--- src/rtl/spi_slave_if.sv ---
// SPI pin bundle plus the transmit-buffer handshake and receive-byte outputs
// of the spi_slave front end.
interface spi_slave_if;
  logic       i_spi_sclk;
  logic       i_spi_cs_n;
  logic       i_spi_mosi;
  logic       o_spi_miso;
  logic       o_spi_miso_oe;
  logic [7:0] i_tx_data;
  logic       i_tx_valid;
  logic       o_tx_ready;
  logic       o_tx_underrun;
  logic       o_spi_s_rx_done;
  logic [7:0] r_spi_s_rx_data;

  modport slave (
    input  i_spi_sclk, i_spi_cs_n, i_spi_mosi, i_tx_data, i_tx_valid,
    output o_spi_miso, o_spi_miso_oe, o_tx_ready, o_tx_underrun,
           o_spi_s_rx_done, r_spi_s_rx_data
  );

  modport master (
    output i_spi_sclk, i_spi_cs_n, i_spi_mosi, i_tx_data, i_tx_valid,
    input  o_spi_miso, o_spi_miso_oe, o_tx_ready, o_tx_underrun,
           o_spi_s_rx_done, r_spi_s_rx_data
  );
endinterface

--- src/rtl/spi_slave.sv ---
// SPI mode-0 slave: oversamples SCLK/CS_N/MOSI in the clk domain, assembles
// MSB-first bytes and shifts out one byte per transfer from a 1-entry buffer.
module spi_slave #(
  parameter int unsigned SYNC_STAGES = 2,
  parameter logic [7:0]  IDLE_TX     = 8'h00
) (
  input logic        clk,
  input logic        rst_n,
  spi_slave_if.slave bus
);

  localparam logic [0:0] ST_IDLE   = 1'b0;
  localparam logic [0:0] ST_ACTIVE = 1'b1;

  logic [SYNC_STAGES-1:0] sclk_sync_q, cs_sync_q, mosi_sync_q;
  logic                   sclk_d1_q, cs_d1_q;
  logic                   started_q, cs_hi_seen_q;

  logic       sclk_s, cs_s, mosi_s;
  logic       sclk_rise, sclk_fall, cs_fall;

  logic [0:0] state_q, state_d;
  logic [2:0] bit_cnt_q, bit_cnt_d;
  logic [6:0] rx_shift_q, rx_shift_d;
  logic [7:0] rx_data_q, rx_data_d;
  logic       done_q, done_d;
  logic [7:0] tx_shift_q, tx_shift_d;
  logic [7:0] buf_q, buf_d;
  logic       buf_full_q, buf_full_d;
  logic       underrun_q, underrun_d;
  logic       oe_q;
  logic       load, accept;

  always_ff @(posedge clk or negedge rst_n) begin
    if (!rst_n) begin
      sclk_sync_q  <= '0;
      cs_sync_q    <= '1;
      mosi_sync_q  <= '0;
      sclk_d1_q    <= 1'b0;
      cs_d1_q      <= 1'b1;
      started_q    <= 1'b0;
      cs_hi_seen_q <= 1'b0;
    end else begin
      if (SYNC_STAGES > 1) begin
        sclk_sync_q <= {sclk_sync_q[SYNC_STAGES-2:0], bus.i_spi_sclk};
        cs_sync_q   <= {cs_sync_q[SYNC_STAGES-2:0],   bus.i_spi_cs_n};
        mosi_sync_q <= {mosi_sync_q[SYNC_STAGES-2:0], bus.i_spi_mosi};
      end else begin
        sclk_sync_q <= bus.i_spi_sclk;
        cs_sync_q   <= bus.i_spi_cs_n;
        mosi_sync_q <= bus.i_spi_mosi;
      end
      sclk_d1_q    <= sclk_s;
      cs_d1_q      <= cs_s;
      started_q    <= 1'b1;
      cs_hi_seen_q <= cs_hi_seen_q | (started_q & cs_sync_q[0]);
    end
  end

  assign sclk_s    = sclk_sync_q[SYNC_STAGES-1];
  assign cs_s      = cs_sync_q[SYNC_STAGES-1];
  assign mosi_s    = mosi_sync_q[SYNC_STAGES-1];
  assign sclk_rise = sclk_s & ~sclk_d1_q;
  assign sclk_fall = ~sclk_s & sclk_d1_q;
  // The synchroniser resets to CS_N high; if the pin was already low, flushing
  // those reset ones would fake a falling edge. Only honour a fall once a real
  // high level has been sampled from the pin since reset.
  assign cs_fall   = ~cs_s & cs_d1_q & cs_hi_seen_q;
  assign accept    = bus.i_tx_valid & ~buf_full_q;

  always_comb begin
    state_d    = state_q;
    bit_cnt_d  = bit_cnt_q;
    rx_shift_d = rx_shift_q;
    rx_data_d  = rx_data_q;
    done_d     = 1'b0;
    tx_shift_d = tx_shift_q;
    buf_d      = buf_q;
    buf_full_d = buf_full_q;
    underrun_d = 1'b0;
    load       = 1'b0;

    if (cs_s) begin
      state_d   = ST_IDLE;
      bit_cnt_d = '0;
    end else if (state_q == ST_IDLE) begin
      if (cs_fall) begin
        state_d   = ST_ACTIVE;
        bit_cnt_d = '0;
        load      = 1'b1;
      end
    end else begin
      if (sclk_rise) begin
        rx_shift_d = {rx_shift_q[5:0], mosi_s};
        bit_cnt_d  = bit_cnt_q + 3'd1;
        if (bit_cnt_q == 3'd7) begin
          rx_data_d = {rx_shift_q, mosi_s};
          done_d    = 1'b1;
        end
      end
      if (sclk_fall) begin
        if (bit_cnt_q != 3'd0) tx_shift_d = {tx_shift_q[6:0], 1'b0};
        else                   load       = 1'b1;
      end
    end

    // Load sees the pre-accept buffer state, so a same-cycle accept is kept
    // for the following load.
    if (load) begin
      tx_shift_d = buf_full_q ? buf_q : IDLE_TX;
      underrun_d = ~buf_full_q;
      if (buf_full_q) buf_full_d = 1'b0;
    end
    if (accept) begin
      buf_d      = bus.i_tx_data;
      buf_full_d = 1'b1;
    end
  end

  always_ff @(posedge clk or negedge rst_n) begin
    if (!rst_n) begin
      state_q    <= ST_IDLE;
      bit_cnt_q  <= '0;
      rx_shift_q <= '0;
      rx_data_q  <= '0;
      done_q     <= 1'b0;
      tx_shift_q <= '0;
      buf_q      <= '0;
      buf_full_q <= 1'b0;
      underrun_q <= 1'b0;
      oe_q       <= 1'b0;
    end else begin
      state_q    <= state_d;
      bit_cnt_q  <= bit_cnt_d;
      rx_shift_q <= rx_shift_d;
      rx_data_q  <= rx_data_d;
      done_q     <= done_d;
      tx_shift_q <= tx_shift_d;
      buf_q      <= buf_d;
      buf_full_q <= buf_full_d;
      underrun_q <= underrun_d;
      oe_q       <= ~cs_s;
    end
  end

  assign bus.o_spi_miso      = oe_q & tx_shift_q[7];
  assign bus.o_spi_miso_oe   = oe_q;
  assign bus.o_tx_ready      = ~buf_full_q;
  assign bus.o_tx_underrun   = underrun_q;
  assign bus.o_spi_s_rx_done = done_q;
  assign bus.r_spi_s_rx_data = rx_data_q;

endmodule

--- src/flat_wrapper.sv ---
// flat-port wrapper written by rule: the top's interface ports become plain ports
module spi_slave_flat 
#(
  parameter int unsigned SYNC_STAGES = 2,
  parameter logic [7:0]  IDLE_TX     = 8'h00
)
  (clk, rst_n, bus_i_spi_sclk, bus_i_spi_cs_n, bus_i_spi_mosi, bus_i_tx_data, bus_i_tx_valid, bus_o_spi_miso, bus_o_spi_miso_oe, bus_o_tx_ready, bus_o_tx_underrun, bus_o_spi_s_rx_done, bus_r_spi_s_rx_data);
  spi_slave_if bus_i ();
  input logic clk;
  input logic rst_n;
  input wire logic [$bits(bus_i.i_spi_sclk)-1:0] bus_i_spi_sclk;
  input wire logic [$bits(bus_i.i_spi_cs_n)-1:0] bus_i_spi_cs_n;
  input wire logic [$bits(bus_i.i_spi_mosi)-1:0] bus_i_spi_mosi;
  input wire logic [$bits(bus_i.i_tx_data)-1:0] bus_i_tx_data;
  input wire logic [$bits(bus_i.i_tx_valid)-1:0] bus_i_tx_valid;
  output wire logic [$bits(bus_i.o_spi_miso)-1:0] bus_o_spi_miso;
  output wire logic [$bits(bus_i.o_spi_miso_oe)-1:0] bus_o_spi_miso_oe;
  output wire logic [$bits(bus_i.o_tx_ready)-1:0] bus_o_tx_ready;
  output wire logic [$bits(bus_i.o_tx_underrun)-1:0] bus_o_tx_underrun;
  output wire logic [$bits(bus_i.o_spi_s_rx_done)-1:0] bus_o_spi_s_rx_done;
  output wire logic [$bits(bus_i.r_spi_s_rx_data)-1:0] bus_r_spi_s_rx_data;
  assign bus_i.i_spi_sclk = bus_i_spi_sclk;
  assign bus_i.i_spi_cs_n = bus_i_spi_cs_n;
  assign bus_i.i_spi_mosi = bus_i_spi_mosi;
  assign bus_i.i_tx_data = bus_i_tx_data;
  assign bus_i.i_tx_valid = bus_i_tx_valid;
  assign bus_o_spi_miso = bus_i.o_spi_miso;
  assign bus_o_spi_miso_oe = bus_i.o_spi_miso_oe;
  assign bus_o_tx_ready = bus_i.o_tx_ready;
  assign bus_o_tx_underrun = bus_i.o_tx_underrun;
  assign bus_o_spi_s_rx_done = bus_i.o_spi_s_rx_done;
  assign bus_r_spi_s_rx_data = bus_i.r_spi_s_rx_data;
  spi_slave #(.SYNC_STAGES(SYNC_STAGES), .IDLE_TX(IDLE_TX)) u_core (.clk(clk), .rst_n(rst_n), .bus(bus_i));
endmodule
--- config.mk ---
export PLATFORM = sky130hd
export DESIGN_NAME = spi_slave_flat
export DESIGN_NICKNAME = d
export VERILOG_FILES = /design/src/rtl/spi_slave_if.sv /design/src/rtl/spi_slave.sv /design/src/flat_wrapper.sv
export SDC_FILE = /design/constraint.sdc
export NUM_CORES = 1
export LEC_CHECK = 0
export CAP_MARGIN = 20
export CORE_MARGIN = 5
export CORE_UTILIZATION = 65
export DETAILED_ROUTE_END_ITERATION = 8
export DONT_BUFFER_PORTS = 1
export PLACE_DENSITY = 0.89
export SLEW_MARGIN = 10
export SYNTH_ARGS = -nofsm -noshare
export SYNTH_HDL_FRONTEND = slang
export SYNTH_SLANG_ARGS = --single-unit
--- constraint.sdc ---
create_clock -name clk -period 3.6 [get_ports clk]
set_input_delay 0 -clock clk [delete_from_list [all_inputs] [get_ports clk]]
set_output_delay 0 -clock clk [all_outputs]
set_load 0.02 [all_outputs]
-- After elaboration in Yosys (flattened, before gate mapping)
Index checks and enable logic that the tools add are counted.
- add/sub/neg operators: 1
- mux-type cells: 24
- order comparisons: 0
- bitwise logic cells: 12
- reduce and logical (&&, ||, !) cells: 10
- eq/ne operators: 3
- shift-type cells: 0
- multipliers: 0
- divide/modulo/power cells: 0
- operators with widths (operator ; count):
    8-bit 2-to-1 mux ; 6
    1-bit 2-to-1 mux ; 14
    3-bit 2-to-1 mux ; 4
    4-bit AND reduction ; 2
    2-bit nonzero test ; 4
    1-bit AND ; 7
    3-bit nonzero test ; 2
    1-bit inverter ; 4
    3-bit by 1-bit adder with 3-bit output, second input constant ; 1
    3-bit == test, second input constant ; 1
    3-bit by 1-bit != test with 1-bit output, second input constant ; 1
    3-bit AND reduction ; 1
    2-bit != test, second input constant ; 1
    2-bit AND reduction ; 1
    1-bit bitwise OR ; 1
- memory bits (writable): 0
- flip-flop bits (word level): 49
- word-level logic and storage cells: 67
- output and inout port bits: 13
- input bits: 14
- memories: 0
- latch bits: 0
- bits in read-only memories: 0

-- Depth between registers and ports, before layout
- word-level depth: 8
- mapped depth: 6
- depth with buffers taken out: 5

-- Worst setup path before layout
OpenSTA, ideal clock, no wires.
- path kind: register -> register
- start point: reg u_core.bit_cnt_q[0]
- end point: reg u_core.buf_full_q
- path slack: 2089 ps
- cell stages (with the launch flop): 7
- library setup time: 118 ps
- buffers on the path: 1
- arrival: 1393 ps
- period minus slack after synthesis: 1511 ps
- path through: dfrtp_1 inv_1 ha_1 nand4bb_4 a211o_1 buf_6 a21o_1
- word-level cells in the longest chain between the ends: 6
- ends and longest elaborated chain (item ; RTL line ; text):
    from (decl) ; spi_slave.sv:23 ; logic [2:0] bit_cnt_q, bit_cnt_d;
    from (signal assigned) ; spi_slave.sv:134 ; bit_cnt_q <= bit_cnt_d;
    3-bit nonzero test ; spi_slave.sv:102 ; if (bit_cnt_q != 3'd0) tx_shift_d = {tx_shift_q[6:0], 1'b0};
    1-bit 2-to-1 mux ; spi_slave.sv:102 ;
    1-bit 2-to-1 mux ; spi_slave.sv:101 ; if (sclk_fall) begin
    1-bit 2-to-1 mux ; spi_slave.sv:86 ; end else if (state_q == ST_IDLE) begin
    1-bit 2-to-1 mux ; spi_slave.sv:83 ; if (cs_s) begin
    2-bit nonzero test (no source line) ; n/a ;
    to (signal assigned) ; spi_slave.sv:140 ; buf_full_q <= buf_full_d;
    to (decl) ; spi_slave.sv:29 ; logic buf_full_q, buf_full_d;
No other way between the ends.
A chain may end at the register's enable or synchronous reset.

-- Final worst setup path
- start point: reg u_core.state_q
- end point: reg u_core.tx_shift_q[2]
- word-level cells in the longest chain between the ends: 4
- ends and longest elaborated chain (item ; RTL line ; text):
    from (decl) ; spi_slave.sv:22 ; logic [0:0] state_q, state_d;
    from (signal assigned) ; spi_slave.sv:133 ; state_q <= state_d;
    1-bit 2-to-1 mux ; spi_slave.sv:86 ;
    1-bit 2-to-1 mux ; spi_slave.sv:83 ;
    2-bit != test (no source line) or 2-bit nonzero test (tied branches) ; n/a ;
    4-bit AND reduction (no source line) ; n/a ;
    to (signal assigned) ; spi_slave.sv:138 ; tx_shift_q <= tx_shift_d;
    to (decl) ; spi_slave.sv:27 ; logic [7:0] tx_shift_q, tx_shift_d;
Several ways; a longest one is shown, not always the timed one.

==> flow_summary.yaml <==
setup_path:
  reg2reg_slack_ns: 1.66
  cp.depth: 3
  cp_slowest_stage_delay_ns: 0.88
  ff2ff_path_depth: 3
  cp_cell_sequence: "nor4bb_1 -> nand3_1 -> a31oi_1"
  r2r-start: "u_core.state_q$_DFF_PN0_"
  crit_required_ns: 3.88
  path_buf_inv: 0
  cp-startpoint: "u_core.state_q$_DFF_PN0_"
  crit_slowest_cell: "nor4bb_1"
  end_kind: "flop"
  r2r_end: "u_core.tx_shift_q[2]$_DFFE_PN0P_"
  worstSetupPathType: "flop to flop"
  crit_fanout: 15
  worstPathArrival_ns: 2.23
  crit_end: "u_core.tx_shift_q[2]$_DFFE_PN0P_"
  crit_family: "simple AND/OR/NAND/NOR gates"
  critPathLaunchType: "flop"
synth:
  synth-main-ff-cell: "dfrtp_1"
  synth-seq-cells: 49
  avgSynthCellArea_um2: 13.68
  synthTopCellsByCount: "46 x dfrtp_1, 25 x mux2_2, 8 x and2_1, 8 x o21ai_0"
  synth_edf_count: 0
  netlist_area_um2: 2024
  yosysSeqAreaShare_pct: 60.75
  synth_cells: 148
  synth_top_area_cell: "dfrtp_1"
  yosysWarningCount: 0
  synth_top_area_share_pct: 56.86
  synthArstFlopShare_pct: 100.0
  synth.most_common_cell: "dfrtp_1"
  synthDistinctLibCells: 31
  synthTopCellsByArea: "dfrtp_1 57%, mux2_2 14%, dfstp_2 3.9%, a2111oi_0 3.0%, and2_1 2.5%"
  synth_nets: 165
pwr:
  irDropWorstVdd_mv: 0.3512
  p_comb_share_pct: 16.0
  p_leak_nw: 1.030
  p_clk_share_pct: 26.5
  p_sw_w: 0.0003334
  power_density_nw_per_um2: 553.5
  p_int_w: 0.0009236
  seqPwrFrac_pct: 57.5
  swShare_pct: 26.52
  p_total_w: 0.001257
cts:
  tritoncts: "yes"
  clkSlewWorstSetupHoldPaths_ns: 0.14
  h-tree-depth: 2
  cts_buffers: 5
  postCtsSetupBuffers: 0
  cts_buffer_depth: 2
  clock-sinks: 49
  cts_root_buffer: "clkbuf_4"
  clk_latency_ns: 0.36
min_path:
  hold-path-cell-count: 2
  hold_class: "input port to flop"
sta:
  hold_viol_final: 0
  slew_violations: 0
  period_share_pct: 54.02
  relSlewSlack_pct: 35.41
  fin_tns_setup_ns: 0
  rsz0062_at_grt: "no"
  finClkSkew_ns: 0.003711
  tightest_slew_ns: 0.9558
  max_freq_mhz: 514.2
  finalSetupViolations: 0
  holdWs_ns: 0.1249
  fin_crit_ns: 1.945
routing:
  dr.pass1.iters: 4
  routed_wl_um: 3630
  drc: 0
  drt_iter0_markers: 122
  drt-vias-per-instance: 5.859
  wire_per_inst_um: 17.62
  vias: 1207
  antenna_left: 0
layout:
  fin_nets: 178
  layout-drive-gt1-share_pct: 24.69
  num_antenna_cells: 0
  postLayoutCoreUtil_pct: 75.00
  n_fill_cell: 199
  syn_to_final_growth_pct: 12.18
  fin_area_um2: 2271
placement:
  placed_area_um2: 2034
  place_congestion: 0.8258
  hpwl_um: 2438
  io_buffers: 0
global_routing:
  overflow: 0
  first_global_vias: 1280
  grt_pass1_wl_um: 6361
  antenna_found_initial: 0
  grt_max_degree: 50
  globalRouteTotalUtil_pct: 19.66
floorplanning:
  io_pins: 27
  die_area_um2: 4330
  die_w_um: 65.81
  rows: 20
  fp.dieH_um: 65.81
  start_util_pct: 66.86
  core_area_um2: 3028
flow_run:
  drv_cap: 0
status:
  outcome: "complete, no violations"
worst min-delay path by stage:
stage	from	endpoint
after detailed placement	rst_n	u_core.bus.o_spi_miso_oe$_DFF_PN0_
after floorplan	rst_n	u_core.bit_cnt_q[0]$_DFFE_PN0P_
after global routing	bus_i_tx_valid	u_core.buf_full_q$_DFFE_PN0P_
final	bus_i_tx_valid	u_core.buf_full_q$_DFFE_PN0P_
after CTS	bus_i_tx_valid	u_core.buf_full_q$_DFFE_PN0P_
after global placement	rst_n	u_core.bus.o_spi_miso_oe$_DFF_PN0_
cells in the final DEF (no fill, tap or decap):
master	count
clkbuf_4	5
nor2_1	2
nand2_1	2
a211o_1	1
a2111oi_0	7
mux2_2	25
dfstp_2	3
nand4bb_1	1
nand2_4	1
clkbuf_8	1
a21oi_1	1
o21ai_0	8
ha_1	3
a21o_1	2
bufinv_16	1
dlygate4sd3_1	12
nor2b_1	2
and3_1	1
mux2i_1	1
o211a_1	1
a22o_1	1
a31oi_1	7
dfrtp_1	46
nand3b_1	1
clkinvlp_4	1
inv_1	5
nand2b_1	1
and2_1	8
conb_1	1
nand4bb_4	1
nand3_1	7
nor4bb_1	1
and4bb_2	1
buf_16	1
power by group through the flow:
stage	logic [W]	clock network, W	registers [W]
3_5_place_dp	0.000174	0	0.000730
2_1_floorplan	0.000164	0	0.000697
3_3_place_gp	0.000165	0	0.000720
4_1_cts	0.000199	0.000336	0.000719
6_report	0.000201	0.000333	0.000723
5_1_grt	0.000226	0.000366	0.000736
flip-flops by register name, indices dropped and copies added (netlist names):
| name | flops |
|---|---|
| u_core.started_q | 1 |
| u_core.rx_shift_q | 7 |
| u_core.cs_sync_q | 2 |
| u_core.buf_full_q | 1 |
| u_core.cs_hi_seen_q | 1 |
| u_core.tx_shift_q | 8 |
| u_core.mosi_sync_q | 2 |
| u_core.bit_cnt_q | 3 |
| u_core.bus.o_spi_s_rx_done | 1 |
| u_core.cs_d1_q | 1 |
| u_core.bus.r_spi_s_rx_data | 8 |
| u_core.sclk_sync_q | 2 |
| u_core.state_q | 1 |
| u_core.bus.o_spi_miso_oe | 1 |
| u_core.buf_q | 8 |
| u_core.bus.o_tx_underrun | 1 |
| u_core.sclk_d1_q | 1 |
area by class of cell:
class	instances	area (µm²)	area share (%)
timing repair buffer	13	147.6	6.501
inverter	5	18.77	0.8264
tap	44	55.05	2.424
multi-input combinational	87	730.7	32.18
sequential	49	1230	54.16
clock buffer	6	51.30	2.259
clock inverter	2	37.54	1.653
metrics by stage:
stage               std cells  setup WS (ns)
finish                    206          1.655
global route              206          1.473
CTS                       206          1.667
detailed placement        185          1.703
global placement          185          1.901
floorplan                 148          2.089
routing by layer:
| layer | track usage (%) | vias up | share of wire (%) |
|---|---|---|---|
| met5 | 0 | - | 0 |
| met3 | 6.803 | 6 | 7.2 |
| met2 | 32.17 | 42 | 51 |
| met1 | 24.66 | 596 | 40 |
| li1 | - | 563 | - |
| met4 | 5.699 | 0 | 1.1 |
cells by family (layout without fill, tap and decap cells):
| kind of cell | after synthesis | after routing | share of synthesized area [%] |
|---|---|---|---|
| buffers and inverters | 12 | 26 | 3.152 |
| AOI/OAI and AO/OA | 28 | 28 | 9.518 |
| other | 1 | 1 | 0.1852 |
| adders and majority gates | 3 | 3 | 1.854 |
| DFF | 49 | 49 | 60.75 |
| muxes | 26 | 26 | 14.40 |
| and+or+nand+nor | 29 | 29 | 10.14 |
timing repair:
item / 4_1_cts / 5_1_grt
hold buffers: 13 / 0
setup endpoints to repair: 0 / 0
hold endpoints to repair: 60 / 0
resized for setup: 0 / 0
No activity file was read; power rests on OpenSTA's default activity.
